File: config.mk
export PLATFORM = sky130hd
export DESIGN_NAME = nested_loop_rev
export DESIGN_NICKNAME = d
export VERILOG_FILES = /design/src/rtl/loop_pkg.sv /design/src/rtl/loop_down_cnt.sv /design/src/rtl/nested_loop_rev.sv
export SDC_FILE = /design/constraint.sdc
export NUM_CORES = 1
export LEC_CHECK = 0
export CAP_MARGIN = 20
export CORE_ASPECT_RATIO = 1.4
export CORE_MARGIN = 4
export CORE_UTILIZATION = 44
export DETAILED_ROUTE_END_ITERATION = 12
export HOLD_SLACK_MARGIN = 0.12
export PLACE_DENSITY = 0.74
export SETUP_SLACK_MARGIN = 0.05
export SYNTH_ARGS = -nofsm -noshare
export SYNTH_HDL_FRONTEND = slang
export SYNTH_SLANG_ARGS = --single-unit
File: constraint.sdc
create_clock -name clk -period 2 [get_ports clk]
set_clock_uncertainty 0.1 [all_clocks]
set_input_delay 0.4 -clock clk [delete_from_list [all_inputs] [get_ports clk]]
set_output_delay 0.4 -clock clk [all_outputs]
set_load 0.02 [all_outputs]
File: src/rtl/loop_pkg.sv
`default_nettype none
// ============================================================================
//  Module   : loop_pkg
//  Brief    : Shared definitions for the loop sequencer family (ascending and
//             descending): FSM state encoding and the default index width.
//  Revision : 1.0 - initial release
// ============================================================================
package loop_pkg;

    // Default index width for loop counters
    localparam int c_idx_w = 8;

    // Loop sequencer states, 2-bit encoding shared by both loop FSMs
    typedef enum logic [1:0] {
        S_IDLE = 2'd0,
        S_EMIT = 2'd1,
        S_DONE = 2'd2
    } state_t;

endpackage : loop_pkg
`default_nettype wire

File: src/rtl/loop_down_cnt.sv
`default_nettype none
// ============================================================================
//  Module   : loop_down_cnt
//  Brief    : Loadable down-counter with zero flag. Load has priority over
//             decrement; decrementing at zero holds zero (never wraps).
//  Revision : 1.0 - initial release
// ============================================================================
module loop_down_cnt
    import loop_pkg::*;
#(
    parameter int IDX_W  = c_idx_w,
    parameter int RELOAD = 0
) (
    input  logic             clk,
    input  logic             rst,
    input  logic             i_load,
    input  logic             i_dec,
    output logic [IDX_W-1:0] o_cnt,
    output logic             o_zero
);

    localparam logic [IDX_W-1:0] c_reload = IDX_W'(RELOAD);
    localparam logic [IDX_W-1:0] c_one    = IDX_W'(1);

    logic [IDX_W-1:0] cnt_q;
    logic [IDX_W-1:0] cnt_d;

    // Next count: reload wins, otherwise step down but never below zero
    always_comb begin
        cnt_d = cnt_q;
        if (i_load) begin
            cnt_d = c_reload;
        end else if (i_dec && (cnt_q != '0)) begin
            cnt_d = cnt_q - c_one;
        end
    end

    // Count register, cleared by synchronous reset
    always_ff @(posedge clk) begin
        if (rst) begin
            cnt_q <= '0;
        end else begin
            cnt_q <= cnt_d;
        end
    end

    assign o_cnt  = cnt_q;
    assign o_zero = (cnt_q == '0);

endmodule : loop_down_cnt
`default_nettype wire

File: src/rtl/nested_loop_rev.sv
`default_nettype none
// ============================================================================
//  Module   : nested_loop_rev
//  Brief    : Descending nested-loop sequencer. On start walks i from
//             OUTER_N-1 to 0 and, per i, j from INNER_N-1 to 0, handing one
//             (i,j) pair per valid/ready transfer downstream; raises a sticky
//             finish once (0,0) has been accepted.
//  Revision : 1.0 - initial release
// ============================================================================
module nested_loop_rev
    import loop_pkg::*;
#(
    parameter int OUTER_N = 2,
    parameter int INNER_N = 2,
    parameter int IDX_W   = c_idx_w
) (
    input  logic             clk,
    input  logic             rst,
    input  logic             start,
    input  logic             idx_ready,
    output logic             idx_valid,
    output logic [IDX_W-1:0] idx_i,
    output logic [IDX_W-1:0] idx_j,
    output logic             busy,
    output logic             finish
);

    // A zero trip count on either loop means the body never runs
    localparam bit c_empty     = (OUTER_N == 0) || (INNER_N == 0);
    localparam int c_outer_rld = (OUTER_N == 0) ? 0 : OUTER_N - 1;
    localparam int c_inner_rld = (INNER_N == 0) ? 0 : INNER_N - 1;

    state_t state_q, state_d;
    logic   valid_q, valid_d;
    logic   busy_q, busy_d;
    logic   finish_q, finish_d;

    logic   w_xfer;
    logic   w_ld_o, w_ld_i;
    logic   w_dec_o, w_dec_i;
    logic   w_i_zero, w_j_zero;

    // Outer index counter; its register is the idx_i output register
    loop_down_cnt #(
        .IDX_W  (IDX_W),
        .RELOAD (c_outer_rld)
    ) u_outer (
        .clk    (clk),
        .rst    (rst),
        .i_load (w_ld_o),
        .i_dec  (w_dec_o),
        .o_cnt  (idx_i),
        .o_zero (w_i_zero)
    );

    // Inner index counter; reloaded on launch and on every outer step
    loop_down_cnt #(
        .IDX_W  (IDX_W),
        .RELOAD (c_inner_rld)
    ) u_inner (
        .clk    (clk),
        .rst    (rst),
        .i_load (w_ld_i),
        .i_dec  (w_dec_i),
        .o_cnt  (idx_j),
        .o_zero (w_j_zero)
    );

    assign w_xfer = valid_q & idx_ready;

    // Next-state, next-output and counter control decode
    always_comb begin
        state_d  = state_q;
        valid_d  = valid_q;
        busy_d   = busy_q;
        finish_d = finish_q;
        w_ld_o   = 1'b0;
        w_ld_i   = 1'b0;
        w_dec_o  = 1'b0;
        w_dec_i  = 1'b0;
        unique case (state_q)
            S_IDLE, S_DONE: begin
                if (start) begin
                    if (c_empty) begin
                        state_d  = S_DONE;
                        finish_d = 1'b1;
                    end else begin
                        w_ld_o   = 1'b1;
                        w_ld_i   = 1'b1;
                        valid_d  = 1'b1;
                        busy_d   = 1'b1;
                        finish_d = 1'b0;
                        state_d  = S_EMIT;
                    end
                end
            end
            S_EMIT: begin
                if (w_xfer) begin
                    if (!w_j_zero) begin
                        w_dec_i = 1'b1;
                    end else if (!w_i_zero) begin
                        w_dec_o = 1'b1;
                        w_ld_i  = 1'b1;
                    end else begin
                        valid_d  = 1'b0;
                        busy_d   = 1'b0;
                        finish_d = 1'b1;
                        state_d  = S_DONE;
                    end
                end
            end
            default: begin
                state_d  = S_IDLE;
                valid_d  = 1'b0;
                busy_d   = 1'b0;
                finish_d = 1'b0;
            end
        endcase
    end

    // FSM state and registered status outputs
    always_ff @(posedge clk) begin
        if (rst) begin
            state_q  <= S_IDLE;
            valid_q  <= 1'b0;
            busy_q   <= 1'b0;
            finish_q <= 1'b0;
        end else begin
            state_q  <= state_d;
            valid_q  <= valid_d;
            busy_q   <= busy_d;
            finish_q <= finish_d;
        end
    end

    assign idx_valid = valid_q;
    assign busy      = busy_q;
    assign finish    = finish_q;

endmodule : nested_loop_rev
`default_nettype wire

==> key figures, run 1 <==
Placed design
  • IO buf count: 22
  • Dpl hpwl: 1987 um
  • DP Cell Count: 176
  • GPL Wtd Cong: 0.8382
  • Dpl ws: -125.0 ps

Die
  • Initial Util: 0.4676
  • Die Area: 3189 um2
  • Die span in x: 48.89 um
  • Ports: 23
  • Core ar.: 2202 um2
  • FP Rows: 20
  • Die Span Y: 65.24 um

Setup path
  • R2R Setup Slk: 110 ps
  • Critical path arrival: 2020 ps
  • Startpoint type of the worst setup path: flip-flop
  • Crit path cell chain: inv_1 > ha_1 > nor3b_4 > buf_4 > buf_4 > or4_1 > a21oi_1
  • Crit end category: flip-flop
  • CP required: 2130 ps
  • Reg2reg path depth: 7
  • R2R Path Start: u_inner.o_cnt[0]
  • Slowest cell on the critical path: or4_1
  • Maximum fanout along the worst path: 5
  • R2R Path End: u_inner.o_cnt[6]
  • Delay of the slowest critical-path stage: 470 ps
  • Critical path class: reg -> reg
  • Most frequent CP cell: buf_4

Worst hold path
  • WHS Path Cells: 2
  • Worst hold endpoint: u_outer.o_cnt[1]
  • HP Class: reg -> reg
  • Hold_sp: u_outer.o_cnt[1]

Clock tree
  • Cts bufs inserted: 3
  • CTS root buf: clkbuf_4
  • Max Root-Sink Buffers: 2
  • Clock Latency Late Sink: 290 ps
  • Total clock sinks: 19
  • Hold buffer count at CTS: 0
  • CTS tree: yes
  • Clock transition at path regs: 100 ps
  • H-tree level count: 1

Power
  • Sw frac: 0.2793
  • Pleak: 0.5798 nW
  • Gate power share: 0.205
  • Clk pwr share: 0.256
  • Cell internal pwr: 0.5345 mW
  • Psw: 0.2071 mW
  • Seq pwr share: 0.539
  • PD cells: 530.1 nW/um2
  • Max IR drop VDD: 0.0004074 V

Global routing
  • Vias in the first global route: 1,034
  • Gr usage total: 0.1712
  • Gr ovfl total: 0
  • First-pass GRT wire length: 4360 um
  • Initial antenna violation count: 0
  • Largest net degree at the start of global routing: 11

Layout
  • Fin nets: 166
  • Area delta synth->final: 35.84%
  • Fin cells: 181
  • Ratio of cells with drive above 1 in the final layout: 0.1698
  • ANT cells: 0

Timing
  • Final setup margin: 109.7 ps
  • Final Hold Vio Count: 0
  • RSZ-0062 raised after global routing: yes
  • Worst-Margin Slew: 431.9 ps
  • Slew Limit Fails: 0
  • Fmax: 529.0 MHz
  • Tcrit/Tclk final: 0.9452
  • Final setup vio count: 0
  • Rel. slew slack: 0.7099
  • Final min period: 1890 ps
  • Fin Hold WS: 407.0 ps
  • Setup TNS: 0 ps

Logic synthesis
  • Netlist cell types: 40
  • Synth Area in Adders: 0.02430
  • Number of synthesized register bits: 19
  • Synth Instances: 124
  • Synth Area in Compound Gates: 0.1567
  • Largest family of logic cells by synthesized area: simple AND/OR/NAND/NOR gates
  • Sequential element share of the synthesized area: 0.3694
  • Post-synth EDFFs: 0
  • Ys async rst share: 0
  • Post-Synthesis Cell Area: 1030 um2
  • Post-synthesis simple-gate area fraction: 0.3645
  • Average size of a mapped cell: 8.304 um2
  • Multiplexer share of the synthesized area: 0.02916
  • Xor and xnor area share after synthesis: 0.01701
  • Synth Net Count: 130
  • Synth warn: 0
  • Top FF cell, synth: dfxtp_1

Route
  • Starting DRT DRC Count: 27
  • DR vias: 1,039
  • Router iterations before antenna repair: 4
  • DRT antenna net count: 0
  • Drt wl/cell: 14.19 um
  • DR DRC count: 0
  • Overall routed net length: 2569 um
  • Via/cell ratio: 5.740

Outcome
  • Outcome: finished clean

Job
  • Max cap viols: 0
==> logic make-up (layout without fill, tap and decap cells) <==
| family | count (synthesis) | count (layout) |
|---|---|---|
| and+or+nand+nor | 61 | 61 |
| xor gates and xnor gates | 2 | 2 |
| AOI/OAI and AO/OA | 28 | 28 |
| muxes | 3 | 3 |
| adders and majority gates | 2 | 2 |
| DFF | 19 | 19 |
| buffers and inverters | 9 | 44 |
==> synth_stat cells, types with 3 or more instances <==
cell type / number / area (um2)
a21oi_1: 11 / 55.05
dfxtp_1: 19 / 380.4
inv_1: 5 / 18.77
mux2i_1: 3 / 30.03
nand2_1: 11 / 41.29
nand2b_1: 3 / 18.77
nand3_1: 5 / 25.02
nor2_1: 12 / 45.04
nor4_1: 3 / 18.77
o21ai_0: 7 / 35.03
or3_1: 3 / 18.77
==> power groups by stage <==
stage	Clock [mW]	Sequential, mW	Combinational [mW]
CTS	0.202	0.399	0.148
global placement	0	0.407	0.144
floorplan	0	0.415	0.0814
detailed placement	0	0.408	0.147
finish	0.190	0.400	0.152
global route	0.224	0.402	0.165
==> cell type report <==
class	instances	area, um2
flip-flops and latches	19	384.1
inverters	5	18.77
well taps	22	27.53
repair buffers	35	320.3
fillers	200	803.3
multi-input cells	96	621.8
clock buffers	4	26.28
==> worst max-delay path: cells and delay by family, from the launching register on <==
kind / cells / cell delay [ps]
DFF: 1 / 400
adders and majority gates: 1 / 210
AOI/OAI and AO/OA: 1 / 150
buffers and inverters: 3 / 360
and+or+nand+nor: 2 / 620
==> metrics by stage <==
stage	cell area, um2	util	total power [mW]
after detailed placement	1353	0.6142	0.5543
after CTS	1379	0.6261	0.7493
after global routing	1399	0.6352	0.7918
after global placement	1353	0.6142	0.5507
after floorplan	1036	-	0.4960
final	1399	0.6352	0.7415
==> repair_timing <==
item	4_1_cts	5_1_grt
setup buffers	0	1
endpoints found under the setup margin	4	7
gates resized for setup	4	4
==> flip-flops by register name (all words and copies together) (netlist names) <==
signal and cells:
u_inner.o_cnt 8, busy 1, state_q 2, u_outer.o_cnt 8
==> how the worst max path moves through the flow <==
stage                                start          endpoint
after floorplan           u_outer.o_cnt[0]  u_outer.o_cnt[5]
after global placement           idx_ready  u_inner.o_cnt[3]
after CTS                 u_outer.o_cnt[3]          idx_i[3]
final                     u_inner.o_cnt[0]  u_inner.o_cnt[6]
after detailed placement         idx_ready  u_inner.o_cnt[3]
after global routing      u_inner.o_cnt[0]  u_inner.o_cnt[6]
==> layer usage <==
| metal | vias to the layer above | GRT usage | wire length [um] |
|---|---|---|---|
| met5 | - | 0 | 0 |
| met4 | 0 | 0.1246 | 57 |
| met3 | 6 | 0.02948 | 100 |
| met2 | 29 | 0.3039 | 1380 |
| met1 | 482 | 0.1775 | 1030 |
| li1 | 522 | - | - |
==> layout by cell type (no fill, tap or decap), drive strengths merged, types with 2 or more instances in the layout <==
master	netlist	final
o21ai	8	8
and3	2	2
nand4	2	2
a21oi	11	11
nand4b	2	2
a211oi	2	2
o31ai	2	2
nor4	4	4
mux2i	3	3
nand2b	3	3
clkbuf	1	4
inv	5	5
nor3	2	2
nor2	12	12
nand3	6	6
ha	2	2
or4	3	3
dlymetal6s2s	0	2
dlygate4sd2	0	2
nor2b	2	2
dfxtp	19	19
a31oi	2	2
nor3b	3	3
clkdlybuf4s50	0	18
or3	5	5
buf	3	13
nand2	11	11
(Power assumes the default switching activity.)
==> inputs of run 2 (changes only) <==
--- a/config.mk
+++ b/config.mk
@@ -8,10 +8,10 @@
 export CAP_MARGIN = 20
 export CORE_ASPECT_RATIO = 1.4
 export CORE_MARGIN = 4
-export CORE_UTILIZATION = 44
+export CORE_UTILIZATION = 49
 export DETAILED_ROUTE_END_ITERATION = 12
 export HOLD_SLACK_MARGIN = 0.12
-export PLACE_DENSITY = 0.74
+export PLACE_DENSITY = 0.78
 export SETUP_SLACK_MARGIN = 0.05
 export SYNTH_ARGS = -nofsm -noshare
 export SYNTH_HDL_FRONTEND = slang
==> constraint.sdc (replaced) <==
create_clock -name clk -period 1.9 [get_ports clk]
set_clock_uncertainty 0.1 [all_clocks]
set_input_delay 0.38 -clock clk [delete_from_list [all_inputs] [get_ports clk]]
set_output_delay 0.38 -clock clk [all_outputs]
set_load 0.02 [all_outputs]
==> key figures, run 2 (synthesized netlist as in run 1, its figures left out) <==
Power
  • Gate power share: 0.230 (was 0.205)
  • Max IR drop VDD: 0.0004887 V (was 0.0004074 V)
  • Clk pwr share: 0.259 (was 0.256)
  • Psw: 0.2445 mW (was 0.2071 mW)
  • Pleak: 0.7679 nW (was 0.5798 nW)
  • Sw frac: 0.2973 (was 0.2793)
  • PD cells: 534.7 nW/um2 (was 530.1 nW/um2)
  • Seq pwr share: 0.511 (was 0.539)
  • Cell internal pwr: 0.5778 mW (was 0.5345 mW)

Global routing
  • First-pass GRT wire length: 4367 um (was 4360 um)
  • Largest net degree at the start of global routing: 12 (was 11)
  • Vias in the first global route: 1,040 (was 1,034)
  • Initial antenna violation count: 0 (unchanged)
  • Gr ovfl total: 0 (unchanged)
  • Gr usage total: 0.1957 (was 0.1712)

Timing
  • RSZ-0062 raised after global routing: yes (unchanged)
  • Slew Limit Fails: 0 (unchanged)
  • Rel. slew slack: 0.7058 (was 0.7099)
  • Tcrit/Tclk final: 0.9572
  • Final min period: 1819 ps
  • Final setup vio count: 0 (unchanged)
  • Fmax: 549.8 MHz
  • Final Hold Vio Count: 0 (unchanged)
  • Worst-Margin Slew: 437.9 ps (was 431.9 ps)
  • Fin Hold WS: 405.1 ps (was 407.0 ps)
  • Setup TNS: 0 ps (unchanged)

Route
  • Met1 Wirelength: 1140 um (was 1030 um)
  • Met3 wire length: 133 um (was 100 um)
  • Drt wl/cell: 14.88 um (was 14.19 um)
  • Overall routed net length: 2738 um (was 2569 um)
  • DRT antenna net count: 0 (unchanged)
  • Starting DRT DRC Count: 44 (was 27)
  • DR vias: 1,056 (was 1,039)
  • Via/cell ratio: 5.739 (was 5.740)
  • Metal2 WL: 1358 um (was 1380 um)
  • Router iterations before antenna repair: 4 (unchanged)
  • DR DRC count: 0 (unchanged)
  • Top Metal Used: met4 (unchanged)

Clock tree
  • CTS tree: yes (unchanged)
  • CTS root buf: clkbuf_4 (unchanged)
  • Hold buffer count at CTS: 0 (unchanged)
  • Max Root-Sink Buffers: 2 (unchanged)
  • Clock Latency Late Sink: 300 ps (was 290 ps)
  • Total clock sinks: 19 (unchanged)
  • Cts bufs inserted: 3 (unchanged)
  • H-tree level count: 1 (unchanged)
  • Clock transition at path regs: 120 ps (was 100 ps)

Layout
  • ANT cells: 0 (unchanged)
  • Commonest non-fill, non-tap cell in the layout: buf_4 (was clkdlybuf4s50_1)
  • Commonest cells after routing, fill and taps aside: 16 x buf_4, 12 x nor2_1, 12 x dfxtp_1 (was 18 x clkdlybuf4s50_1, 16 x dfxtp_1, 13 x buf_4)
  • Area delta synth->final: 49.33% (was 35.84%)
  • Ratio of cells with drive above 1 in the final layout: 0.3252 (was 0.1698)
  • Fill cells: 138 (was 200)
  • Fin nets: 170 (was 166)

Die
  • Die span in x: 46.75 um (was 48.89 um)
  • Ports: 23 (unchanged)
  • Initial Util: 0.5219 (was 0.4676)
  • Die Span Y: 62.24 um (was 65.24 um)
  • Core ar.: 1973 um2 (was 2202 um2)
  • Die Area: 2909 um2 (was 3189 um2)
  • FP Rows: 19 (was 20)

Setup path
  • CP required: 2040 ps (was 2130 ps)
  • Critical path class: in -> reg (was reg -> reg)
  • Critical path arrival: 1960 ps (was 2020 ps)
  • Crit end category: flip-flop (unchanged)
  • Startpoint type of the worst setup path: input pin (was flip-flop)
  • Delay of the slowest critical-path stage: 480 ps (was 470 ps)
  • Slowest cell on the critical path: clkdlybuf4s50_1 (was or4_1)
  • Buf/Inv on CP: 2 (was 3)
  • Maximum fanout along the worst path: 5 (unchanged)
  • Crit-path leading delay family: simple AND/OR/NAND/NOR gates (unchanged)
  • Crit path cell chain: clkdlybuf4s50_1 > and4b_1 > buf_4 > nand2_1 > or3_2 > a21oi_1 (was inv_1 > ha_1 > nor3b_4 > buf_4 > buf_4 > or4_1 > a21oi_1)

Job
  • Max cap viols: 0 (unchanged)

Placed design
  • GPL Wtd Cong: 0.8817 (was 0.8382)
  • IO buf count: 22 (unchanged)
  • Dpl hpwl: 2057 um (was 1987 um)

Outcome
  • Outcome: finished clean (unchanged)

Worst hold path
  • HP Class: reg -> reg (unchanged)
==> run 2: metal layers <==
layer  GRT usage  up-vias
met1      0.2270      482
met3     0.02890       10
met2      0.3276       33
met5           0        -
li1            -      531
met4      0.1003        0
==> run 2: timing repair <==
action | 4_1_cts | 5_1_grt
setup buffers | 2 | 1
resized for setup | 10 | 30
pin swaps | 0 | 10
endpoints found under the setup margin | 13 | 22
==> run 2: area by class of cell <==
type / instances / area, um2 / area share
multi-input cells: 96 / 701.9 / 0.4565
flip-flops and latches: 19 / 391.6 / 0.2547
repair buffers: 39 / 371.6 / 0.2417
well taps: 21 / 26.28 / 0.01709
clock buffers: 3 / 22.52 / 0.01465
inverters: 5 / 18.77 / 0.01221
clock inverters: 1 / 5.005 / 0.003255
==> run 2: worst paths after layout <==
| check | from | to | slack [ps] | depth (start not counted) |
|---|---|---|---|---|
| setup / recovery | idx_ready | u_inner.o_cnt[3] | 80 | 6 |
| hold / removal | u_outer.o_cnt[1] | u_outer.o_cnt[1] | 410 | 2 |
| setup reg to reg | u_outer.o_cnt[0] | u_outer.o_cnt[5] | 110 | 6 |
| hold reg to reg | u_outer.o_cnt[1] | u_outer.o_cnt[1] | 410 | 2 |
==> run 2: worst register-to-register path: stages, from the launching register on <==
cell and delay (ps):
dfxtp_4 370, inv_1 50, ha_2 190, nor3b_2 170
and2_4 190, or4_4 490, a21oi_2 160
==> run 2: power by group through the flow <==
stage / Combinational (mW) / Clock (mW) / Sequential, mW
finish: 0.189 / 0.213 / 0.420
global route: 0.205 / 0.243 / 0.422
CTS: 0.170 / 0.215 / 0.420
detailed placement: 0.161 / 0 / 0.429
global placement: 0.157 / 0 / 0.429
floorplan: 0.0867 / 0 / 0.437
==> run 2: stage by stage <==
stage / instance area, um2 / power (mW) / cells / util / setup WS (ps)
after floorplan: 1046 / 0.5236 / 124 / - / 51.31
after global placement: 1376 / 0.5857 / 177 / 0.6975 / -214.6
after detailed placement: 1376 / 0.5905 / 177 / 0.6975 / -225.8
after CTS: 1425 / 0.8057 / 183 / 0.7223 / 42.73
after global routing: 1538 / 0.8703 / 184 / 0.7793 / 21.10
final: 1538 / 0.8223 / 184 / 0.7793 / 81.29
==> inputs of run 3 (changes only) <==
--- a/config.mk
+++ b/config.mk
@@ -6,7 +6,6 @@
 export NUM_CORES = 1
 export LEC_CHECK = 0
 export CAP_MARGIN = 20
-export CORE_ASPECT_RATIO = 1.4
 export CORE_MARGIN = 4
 export CORE_UTILIZATION = 49
 export DETAILED_ROUTE_END_ITERATION = 12
==> key figures, run 3 (synthesized netlist as in run 1, its figures left out) <==
Clock tree
  • H-tree level count: 1 (unchanged)
  • Hold buffer count at CTS: 0 (unchanged)
  • Clock Latency Late Sink: 300 ps (about the same)
  • Max Root-Sink Buffers: 2 (unchanged)
  • Clock transition at path regs: 110 ps (was 120 ps)
  • Cts bufs inserted: 3 (unchanged)
  • Total clock sinks: 19 (unchanged)
  • CTS root buf: clkbuf_4 (unchanged)
  • CTS tree: yes (unchanged)

Timing
  • Final min period: 1831 ps (was 1819 ps)
  • Worst-Margin Slew: 370.8 ps (was 437.9 ps)
  • Fmax: 546.1 MHz (was 549.8 MHz)
  • Final setup margin: 68.69 ps (was 81.29 ps)
  • RSZ-0062 raised after global routing: yes (unchanged)
  • Rel. slew slack: 0.7509 (was 0.7058)
  • Tcrit/Tclk final: 0.9638 (was 0.9572)
  • Final Hold Vio Count: 0 (unchanged)
  • Slew Limit Fails: 0 (unchanged)
  • Final setup vio count: 0 (unchanged)

Placed design
  • GPL Wtd Cong: 0.8884 (was 0.8817)
  • IO buf count: 22 (unchanged)
  • Dpl cell area: 1369 um2 (was 1376 um2)
  • Dpl hpwl: 1999 um (was 2057 um)
  • Dpl ws: -224.0 ps (was -225.8 ps)

Global routing
  • Largest net degree at the start of global routing: 11 (was 12)
  • First-pass GRT wire length: 4457 um (was 4367 um)
  • Gr usage total: 0.2053 (was 0.1957)
  • Initial antenna violation count: 0 (unchanged)
  • Vias in the first global route: 1,033 (was 1,040)
  • Gr ovfl total: 0 (unchanged)

Die
  • Die Area: 2899 um2 (was 2909 um2)
  • FP Rows: 16 (was 19)
  • Initial Util: 0.5196 (was 0.5219)
  • Ports: 23 (unchanged)
  • Core ar.: 1982 um2 (was 1973 um2)
  • Die Span Y: 53.84 um (was 62.24 um)
  • Die span in x: 53.84 um (was 46.75 um)

Power
  • Seq pwr share: 0.523 (was 0.511)
  • Psw: 0.2347 mW (was 0.2445 mW)
  • Pleak: 0.7119 nW (was 0.7679 nW)
  • PD cells: 545.0 nW/um2 (was 534.7 nW/um2)
  • Max IR drop VDD: 0.0004418 V (was 0.0004887 V)
  • Cell internal pwr: 0.5686 mW (was 0.5778 mW)
  • Clk pwr share: 0.264 (was 0.259)
  • Gate power share: 0.212 (was 0.230)
  • Sw frac: 0.2922 (was 0.2973)

Route
  • Via/cell ratio: 5.672 (was 5.739)
  • Starting DRT DRC Count: 29 (was 44)
  • Router iterations before antenna repair: 4 (unchanged)
  • DRT antenna net count: 0 (unchanged)
  • Drt wl/cell: 14.40 um (was 14.88 um)
  • DR vias: 1,072 (was 1,056)
  • Overall routed net length: 2722 um (was 2738 um)
  • DR DRC count: 0 (unchanged)

Layout
  • Commonest non-fill, non-tap cell in the layout: buf_4 (unchanged)
  • Area delta synth->final: 43.13% (was 49.33%)
  • ANT cells: 0 (unchanged)
  • Layout Cell Area excl Fill: 1474 um2 (was 1538 um2)
  • Commonest cells after routing, fill and taps aside: 16 x buf_4, 12 x nor2_1, 12 x dfxtp_1 (unchanged)
  • Fill cells: 164 (was 138)
  • Post-Route Utilization: 0.7437 (was 0.7793)
  • Fin nets: 169 (was 170)
  • Ratio of cells with drive above 1 in the final layout: 0.2593 (was 0.3252)

Setup path
  • Reg2reg path depth: 6 (unchanged)
  • Critical path launch point: u_inner.o_cnt[1] (was idx_ready)
  • CP endpoint: u_outer.o_cnt[5] (was u_inner.o_cnt[3])
  • Critical path arrival: 1970 ps (was 1960 ps)
  • R2R Path End: u_outer.o_cnt[5] (unchanged)
  • R2R Setup Slk: 70 ps (was 110 ps)
  • Startpoint type of the worst setup path: flip-flop (was input pin)
  • Maximum fanout along the worst path: 6 (was 5)
  • Critical path class: reg -> reg (was in -> reg)
  • Crit end category: flip-flop (unchanged)
  • CP required: 2040 ps (about the same)
  • R2R Path Start: u_inner.o_cnt[1] (was u_outer.o_cnt[0])

Worst hold path
  • HP Class: reg -> reg (unchanged)

Job
  • Max cap viols: 0 (unchanged)

Outcome
  • Outcome: finished clean (unchanged)
## run 3: cell count changes in the layout (fill, tap and decap cells not counted), moves of 2 or more
cell | before | now
dlygate4sd2_1 | 4 | 7
dlymetal6s2s_1 | 10 | 7
a21oi_1 | 7 | 9
a21oi_2 | 4 | 2
or4_1 | 0 | 2
or4_4 | 3 | 1
## run 3: metrics by stage
stage | instances | hold slack [ps] | TNS [ps] | power, mW
4_1_cts | 187 | 421.1 | 0 | 0.7972
3_3_place_gp | 181 | 375.8 | -1375 | 0.5800
3_5_place_dp | 181 | 402.7 | -2093 | 0.5847
6_report | 189 | 419.2 | 0 | 0.8033
2_1_floorplan | 124 | 339.7 | 0 | 0.5236
5_1_grt | 189 | 447.3 | 0 | 0.8403
## run 3: how the worst min path moves through the flow
stage | startpoint | end | slack, ps | cells after the start
2_1_floorplan | rst | u_outer.o_cnt[0] | 340 | 1
3_3_place_gp | u_outer.o_cnt[1] | u_outer.o_cnt[1] | 380 | 2
3_5_place_dp | u_outer.o_cnt[6] | u_outer.o_cnt[6] | 400 | 2
4_1_cts | u_outer.o_cnt[6] | u_outer.o_cnt[6] | 420 | 2
5_1_grt | state_q[1] | state_q[1] | 450 | 2
6_report | u_outer.o_cnt[6] | u_outer.o_cnt[6] | 420 | 2
## run 3: timing repair
item,in CTS,in global routing
setup buffers,2,2
pin swaps,3,1
gates resized for setup,12,15
cloned,0,0
endpoints found under the setup margin,12,22
## run 3: power groups by stage
stage	clock network [mW]	registers, mW	logic (mW)
after global routing	0.231	0.422	0.187
after CTS	0.216	0.420	0.161
after detailed placement	0	0.430	0.155
final	0.212	0.420	0.171
after global placement	0	0.429	0.151
after floorplan	0	0.437	0.0867
## run 3: layout make-up
class / instances / area (um2) / share of cell area
flip-flops and latches: 19 / 391.6 / 0.2657
inverters: 5 / 18.77 / 0.01273
multi-input cells: 96 / 654.4 / 0.4440
clock buffers: 4 / 26.28 / 0.01783
well taps: 27 / 33.78 / 0.02292
repair buffers: 38 / 349.1 / 0.2368
## run 3: layer usage
metal | vias up | GRT usage | wire length (um)
met5 | - | 0 | 0
met1 | 509 | 0.2471 | 1229
met4 | 0 | 0.07660 | 19
met3 | 2 | 0.02770 | 83
li1 | 531 | - | -
met2 | 30 | 0.3649 | 1390
## run 3: critical path, stage by stage, from the launching register on
cell	delay, ps
dfxtp_2	340
inv_1	80
ha_4	150
nor3b_4	280
nand3_4	140
or4_1	560
a21oi_2	130
